--- src/rtl/frame_sequencer.sv ---
// Raster frame sequencer: runs frame_num frames of h_total x v_total pixels, with hd/vd valid strobes.
// Build option FSEQ_CONT_EN: frame_num_i=0 means continuous frames until stop_i.
module frame_sequencer #(
  parameter int H_W   = 16,
  parameter int V_W   = 13,
  parameter int FRM_W = 8
) (
  input  logic             clk,
  input  logic             rst_n,
  input  logic             start_i,
  input  logic             stop_i,
  input  logic [FRM_W-1:0] frame_num_i,
  input  logic [H_W-1:0]   h_total_i,
  input  logic [H_W-1:0]   h_blank_i,
  input  logic [V_W-1:0]   v_total_i,
  input  logic [V_W-1:0]   v_blank_i,
  output logic             hd_o,
  output logic             vd_o,
  output logic             busy_o,
  output logic             frame_done_o,
  output logic             seq_done_o,
  output logic             cfg_err_o
);

  typedef enum logic {S_IDLE, S_RUN} state_t;

  localparam logic [H_W-1:0]   H_ONE   = H_W'(1);
  localparam logic [H_W-1:0]   H_TWO   = H_W'(2);
  localparam logic [V_W-1:0]   V_ONE   = V_W'(1);
  localparam logic [FRM_W-1:0] FRM_ONE = FRM_W'(1);

  state_t           r_state;
  state_t           w_state_nxt;
  logic [H_W-1:0]   r_hcnt, r_h_total, r_h_blank;
  logic [V_W-1:0]   r_vcnt, r_v_total, r_v_blank;
  logic [FRM_W-1:0] r_frm_rem;
  logic             r_stop_pend;
  logic             r_frame_done, r_seq_done, r_cfg_err;

  logic             w_frm_ok, w_cont, w_cfg_ok;
  logic             w_start_req, w_start_acc, w_cfg_bad;
  logic             w_line_end, w_frame_end, w_last, w_seq_end;
  logic [FRM_W-1:0] w_rem_dec;

`ifdef FSEQ_CONT_EN
  logic r_cont;
  assign w_frm_ok = 1'b1;
  assign w_cont   = r_cont;

  always_ff @(posedge clk or negedge rst_n) begin
    if (!rst_n)           r_cont <= 1'b0;
    else if (w_start_acc) r_cont <= (frame_num_i == '0);
  end
`else
  assign w_frm_ok = (frame_num_i != '0);
  assign w_cont   = 1'b0;
`endif

  assign w_cfg_ok = (h_total_i >= H_TWO) && (h_blank_i < h_total_i) &&
                    (v_total_i != '0) && (v_blank_i < v_total_i) && w_frm_ok;

  // The seq_done cycle is already IDLE, but a start there must not be taken.
  assign w_start_req = (r_state == S_IDLE) && start_i && !r_seq_done;
  assign w_start_acc = w_start_req && w_cfg_ok;
  assign w_cfg_bad   = w_start_req && !w_cfg_ok;

  assign w_line_end  = (r_hcnt == r_h_total - H_ONE);
  assign w_frame_end = (r_state == S_RUN) && w_line_end && (r_vcnt == r_v_total - V_ONE);
  assign w_rem_dec   = r_frm_rem - FRM_ONE;
  assign w_last      = !w_cont && (w_rem_dec == '0);
  assign w_seq_end   = w_frame_end && (w_last || r_stop_pend || stop_i);

  always_ff @(posedge clk or negedge rst_n) begin
    if (!rst_n) r_state <= S_IDLE;
    else        r_state <= w_state_nxt;
  end

  always_comb begin
    w_state_nxt = r_state;
    case (r_state)
      S_IDLE:  if (w_start_acc) w_state_nxt = S_RUN;
      S_RUN:   if (w_seq_end)   w_state_nxt = S_IDLE;
      default: w_state_nxt = S_IDLE;
    endcase
  end

  always_ff @(posedge clk or negedge rst_n) begin
    if (!rst_n) begin
      r_hcnt       <= '0;
      r_vcnt       <= '0;
      r_h_total    <= '0;
      r_h_blank    <= '0;
      r_v_total    <= '0;
      r_v_blank    <= '0;
      r_frm_rem    <= '0;
      r_stop_pend  <= 1'b0;
      r_frame_done <= 1'b0;
      r_seq_done   <= 1'b0;
      r_cfg_err    <= 1'b0;
    end else begin
      r_frame_done <= w_frame_end;
      r_seq_done   <= w_seq_end;
      r_cfg_err    <= w_cfg_bad;
      if (w_start_acc) begin
        r_h_total   <= h_total_i;
        r_h_blank   <= h_blank_i;
        r_v_total   <= v_total_i;
        r_v_blank   <= v_blank_i;
        r_frm_rem   <= frame_num_i;
        r_hcnt      <= '0;
        r_vcnt      <= '0;
        r_stop_pend <= 1'b0;
      end else if (r_state == S_RUN) begin
        if (stop_i) r_stop_pend <= 1'b1;
        if (w_line_end) begin
          r_hcnt <= '0;
          r_vcnt <= (r_vcnt == r_v_total - V_ONE) ? '0 : r_vcnt + V_ONE;
        end else begin
          r_hcnt <= r_hcnt + H_ONE;
        end
        if (w_frame_end && !w_cont) r_frm_rem <= w_rem_dec;
        // Leaving RUN: counters have just wrapped to 0, drop the pending stop.
        if (w_seq_end) r_stop_pend <= 1'b0;
      end
    end
  end

  assign busy_o       = (r_state == S_RUN);
  assign hd_o         = busy_o && (r_hcnt >= r_h_blank);
  assign vd_o         = busy_o && (r_vcnt >= r_v_blank);
  assign frame_done_o = r_frame_done;
  assign seq_done_o   = r_seq_done;
  assign cfg_err_o    = r_cfg_err;

endmodule

--- config.mk ---
export PLATFORM = sky130hd
export DESIGN_NAME = frame_sequencer
export DESIGN_NICKNAME = d
export VERILOG_FILES = /design/src/rtl/frame_sequencer.sv
export SDC_FILE = /design/constraint.sdc
export NUM_CORES = 1
export LEC_CHECK = 0
export ABC_AREA = 1
export BUFFER_PORTS_ARGS = -buffer_cell sky130_fd_sc_hd__buf_4
export CORE_MARGIN = 5
export CORE_UTILIZATION = 50
export DETAILED_ROUTE_END_ITERATION = 12
export PLACE_DENSITY = 0.77
export SLEW_MARGIN = 20
export SYNTH_ARGS = -nofsm -noshare
export SYNTH_HDL_FRONTEND = slang
export SYNTH_SLANG_ARGS = --single-unit
export TNS_END_PERCENT = 100
--- constraint.sdc ---
create_clock -name clk -period 2.3 [get_ports clk]
set_clock_uncertainty 0.1 [all_clocks]
set_input_delay 0.115 -clock clk [delete_from_list [all_inputs] [get_ports clk]]
set_output_delay 0.115 -clock clk [all_outputs]
set_load 0.02 [all_outputs]
==> run summary <==
Across every metal layer, demand over resource in global routing totals 23.5%. Summing all non-filler instances in the final layout gives an area of 10300 µm². The most instantiated flip-flop cell in the synthesis netlist is sky130_fd_sc_hd__dfrtp_1.

In the final timing run, aggregate negative setup slack is 0 ns. Power comes to 3.97 mW. The via count of the routed design is 7877. The final setup slack of the worst path came out at 0.0489 ns. The core region is 15200 µm². The startpoint identified for the worst register-to-register timing path is r_h_total[1]. The worst setup path is of the reg -> reg kind. The maximum net fanout on the critical path is 14. In this run the critical register-to-register path is captured at r_vcnt[10]. The DRC violation count after routing came out at 0. The post-placement cell count is 1362. The first-pass GRT wire length came out at 34.4 mm. The highest achievable clock rate came out at 444 MHz. The worst hold-check slack is 0.00408 ns. The amount of wire on met2 after detailed routing is 11.8 mm. After technology mapping, the gate count stands at 1099.

The critical path data required time is 2.45 ns. The most critical setup path has its endpoint at r_vcnt[10]. In this run, flip-flops and latches consume 44.2% of the power. The net switching component of the power is 0.930 mW. Among the stages of the critical path, the cell type that occurs most often is sky130_fd_sc_hd__nand3_1. The depth of the most critical reg-to-reg path came out at 14. The average size of a mapped cell came out at 7.04 µm². Data arrives at the worst endpoint at 2.40 ns.

The antenna violation net count after detailed routing is 0. The number of hold violations in the final report was 0. The source of the worst hold timing path is v_total_i[5]. The clock tree synthesis step divided the H-tree into 3 levels. The number of CTS-inserted buffers is 9. In this run the register-to-register setup slack is 0.05 ns. The endpoint kind of the worst setup timing path is a flop. The number of warnings printed during yosys synthesis came out at 0. The number of top-level pins came out at 76. The cell type with the largest total area after synthesis is sky130_fd_sc_hd__dfrtp_1. The maximum cell stage delay along the critical path is 0.41 ns. The filler cell count is 1196.

The setup-violating endpoint count in the final report is 0. After synthesis, the netlist uses 40 different library cells. The clock tree buffer depth is 2. The number of logic stages on the critical path including buffering is 14.

The post-detailed-routing wire length is 22.6 mm. The clock network burns 44.9% of the power. The CTS tree is done.

The met3 routed wirelength came out at 1.03 mm. The peak supply drop is 398 µV. The cell type of the slowest stage on the worst timing path is sky130_fd_sc_hd__dfrtp_1.

The number of port buffers is 75. Clock-pin slew was measured on the worst setup and hold paths at 0.07 ns. The post-detailed-route wirelength per cell is 15.5 µm. The number of enable-type register cells in the synthesized netlist is 0. The number of antenna violations at the first check in global routing is 0.

The share of flip-flops with an asynchronous set or reset after synthesis is 100%. The detailed router used layers up to and including met4. The maximum number of pins on one net before global-route repair is 47. The die is 134 µm wide.

The final layout net count is 1394. The clock latency on the worst-skew pair is 0.37 ns. The y dimension of the die is 134 µm. The post-synth net total came out at 1231. The cell-internal power came out at 3.04 mW. The overflow left after global routing came out at 0. For this run, the register share of the synthesized area comes to 32.3%.

The number of vias per cell is 5.41. STA classifies the critical path startpoint as a flop. The synthesized cell area is 7740 µm². The standard-cell row count is 45.

The half-perimeter wire length of the detailed placement result came out at 15.8 mm. The tightest min-delay check is of the in -> reg type. The sink count of the clock tree is 100.

The tree is rooted in a sky130_fd_sc_hd__clkbuf_16. The cell area after placement is 8640 µm². The count of state elements after synthesis came out at 100.

The run finished with clean final reports. Combinational logic burns 10.8% of the power. The critical path starts at r_h_total[1]. Measured against its own limit, the worst slew margin works out to 61.7%. The via count of the first global-routing pass is 7348. The max-capacitance violation count came out at 0. 0 antenna diodes ended up in the layout.

Yosys instantiated no cell more often than sky130_fd_sc_hd__nand2_1. The global placer's final weighted congestion came out at 0.895. In the final layout, flip-flops and latches occupy 2530 µm².

The time the final worst path needs with I/O delays and setup is 2.25 ns. The largest delay contributor family on the critical path is simple AND/OR/NAND/NOR gates. Before CTS, the worst setup slack after placement is -0.0522 ns.

The fraction of layout cells with a size suffix above 1 is 22.7%. For this design the ratio of total power to cell area is 385 nW/µm². The detailed router finished its first iteration with 478 violations. The critical path goes through inv_2 > ha_4 > or2_2 > nand2_1 > nor2_1 > nand3_1 > nor2_1 > nand3_1 > nor2_2 > nand2_2 > nor2_2 > nand2_4 > nand3_1 > nand2_1. The utilization after layout came out at 67.8%.

The leakage power figure came out at 5.40 nW. The area of the die is 18100 µm². The max-slew violation count is 0. The detailed-router iteration count before antenna repair came out at 6. The area growth from synthesis to layout came out at 33.3%. The commonest cells after synthesis are 275 x sky130_fd_sc_hd__nand2_1, 144 x sky130_fd_sc_hd__inv_1, 119 x sky130_fd_sc_hd__nor2_1. Setup repair after global routing could not meet its margin everywhere. Summing all multi-input logic gate instances after layout gives 4990 µm². After the flow finishes, the layout carries non-filler instances totaling 1455.

The total routed wire length on the met1 layer is 9.01 mm. The share of the clock period used by the worst path came out at 97.9%. Of the total power, the share spent switching nets is 23.4%. The number of buffers and inverters on the critical path is 1. The top-area cell type share of the netlist area is 32.3%. Ranked by total cell area, the synthesized netlist is headed by sky130_fd_sc_hd__dfrtp_1 32%, sky130_fd_sc_hd__nand2_1 13%, sky130_fd_sc_hd__ha_1 10%. The slew at the pin with the worst max-slew slack came out at 0.570 ns.

The effective utilization at floorplan is 50.9%.
## worst min path at each step
stage	endpoint	slack [ns]	cells after the start
4_1_cts	r_v_total[5]	0.003	3
3_5_place_dp	r_h_blank[8]	-0.03	1
5_1_grt	r_v_total[8]	0.01	3
2_1_floorplan	busy_o	-0.28	0
3_3_place_gp	r_h_blank[9]	-0.03	1
6_report	r_v_total[5]	0.004	3
## final cells by class
| cell class | instances | area share (%) |
|---|---|---|
| clock buffers | 9 | 2.18 |
| inverters | 151 | 5.56 |
| well taps | 188 | 2.28 |
| repair buffers | 179 | 15.8 |
| flip-flops and latches | 100 | 24.5 |
| repair inverters | 1 | 0.0728 |
| clock inverters | 7 | 1.19 |
| multi-input cells | 820 | 48.4 |
## layout by cell type, fill, tap and decap left out, drive strengths merged, types with 2 or more instances in the layout
cell type	Yosys	final
nand2	284	284
inv	149	151
nor2	134	134
buf	14	123
dfrtp	100	100
nand3	94	95
ha	62	62
o21ai	61	61
a21oi	56	56
dlygate4sd3	0	52
xor2	38	38
nand4	35	35
nor3	17	17
nand3b	16	16
clkbuf	15	12
xnor2	7	7
clkinvlp	0	4
nor3b	3	3
bufinv	0	3
and2	2	2
a211oi	2	2
a21boi	2	2
## worst reg2reg max path: stages, from the launching register on
cell,delay [ns]
sky130_fd_sc_hd__dfrtp_1,0.41
sky130_fd_sc_hd__inv_2,0.08
sky130_fd_sc_hd__ha_4,0.27
sky130_fd_sc_hd__or2_2,0.10
sky130_fd_sc_hd__nand2_1,0.06
sky130_fd_sc_hd__nor2_1,0.13
sky130_fd_sc_hd__nand3_1,0.11
sky130_fd_sc_hd__nor2_1,0.09
sky130_fd_sc_hd__nand3_1,0.08
sky130_fd_sc_hd__nor2_2,0.10
sky130_fd_sc_hd__nand2_2,0.09
sky130_fd_sc_hd__nor2_2,0.17
sky130_fd_sc_hd__nand2_4,0.16
sky130_fd_sc_hd__nand3_1,0.13
sky130_fd_sc_hd__nand2_1,0.07
## flip-flops by register name, indices dropped and copies added, names as in the netlist
name	cells
r_v_blank	13
busy_o	1
r_frm_rem	8
frame_done_o	1
r_v_total	13
r_hcnt	16
r_h_blank	16
r_h_total	16
r_vcnt	13
cfg_err_o	1
seq_done_o	1
r_stop_pend	1
## cell families (layout without fill, tap and decap cells)
kind of cell / count (synthesis) / after routing / synth area share (%)
buffers and inverters: 180 / 347 / 9.62
and+or+nand+nor: 588 / 589 / 34.7
DFF: 100 / 100 / 32.3
AOI/OAI and AO/OA: 124 / 124 / 8.26
xor gates and xnor gates: 45 / 45 / 5.09
adders and majority gates: 62 / 62 / 10.0
## routing by layer
| layer | track usage [%] | vias up |
|---|---|---|
| met1 | 27.8 | 3712 |
| met3 | 4.09 | 50 |
| met2 | 42.9 | 238 |
| met5 | 0 | - |
| met4 | 8.09 | 0 |
| li1 | - | 3877 |
## power groups by stage
stage	clock, mW	combinational, mW	sequential [mW]
3_5_place_dp	0	0.311	1.79
3_3_place_gp	0	0.305	1.79
5_1_grt	1.87	0.474	1.76
2_1_floorplan	0	0.112	1.79
4_1_cts	1.82	0.385	1.76
6_report	1.79	0.431	1.76
## timing repair
action	4_1_cts	5_1_grt
resized for setup	11	136
buffers inserted	4	17
hold endpoints to repair	125	0
cloned	0	5
endpoints found under the setup margin	2	101
hold buffers	53	0
pin swaps	3	33
No activity file was read; power rests on OpenSTA's default activity.
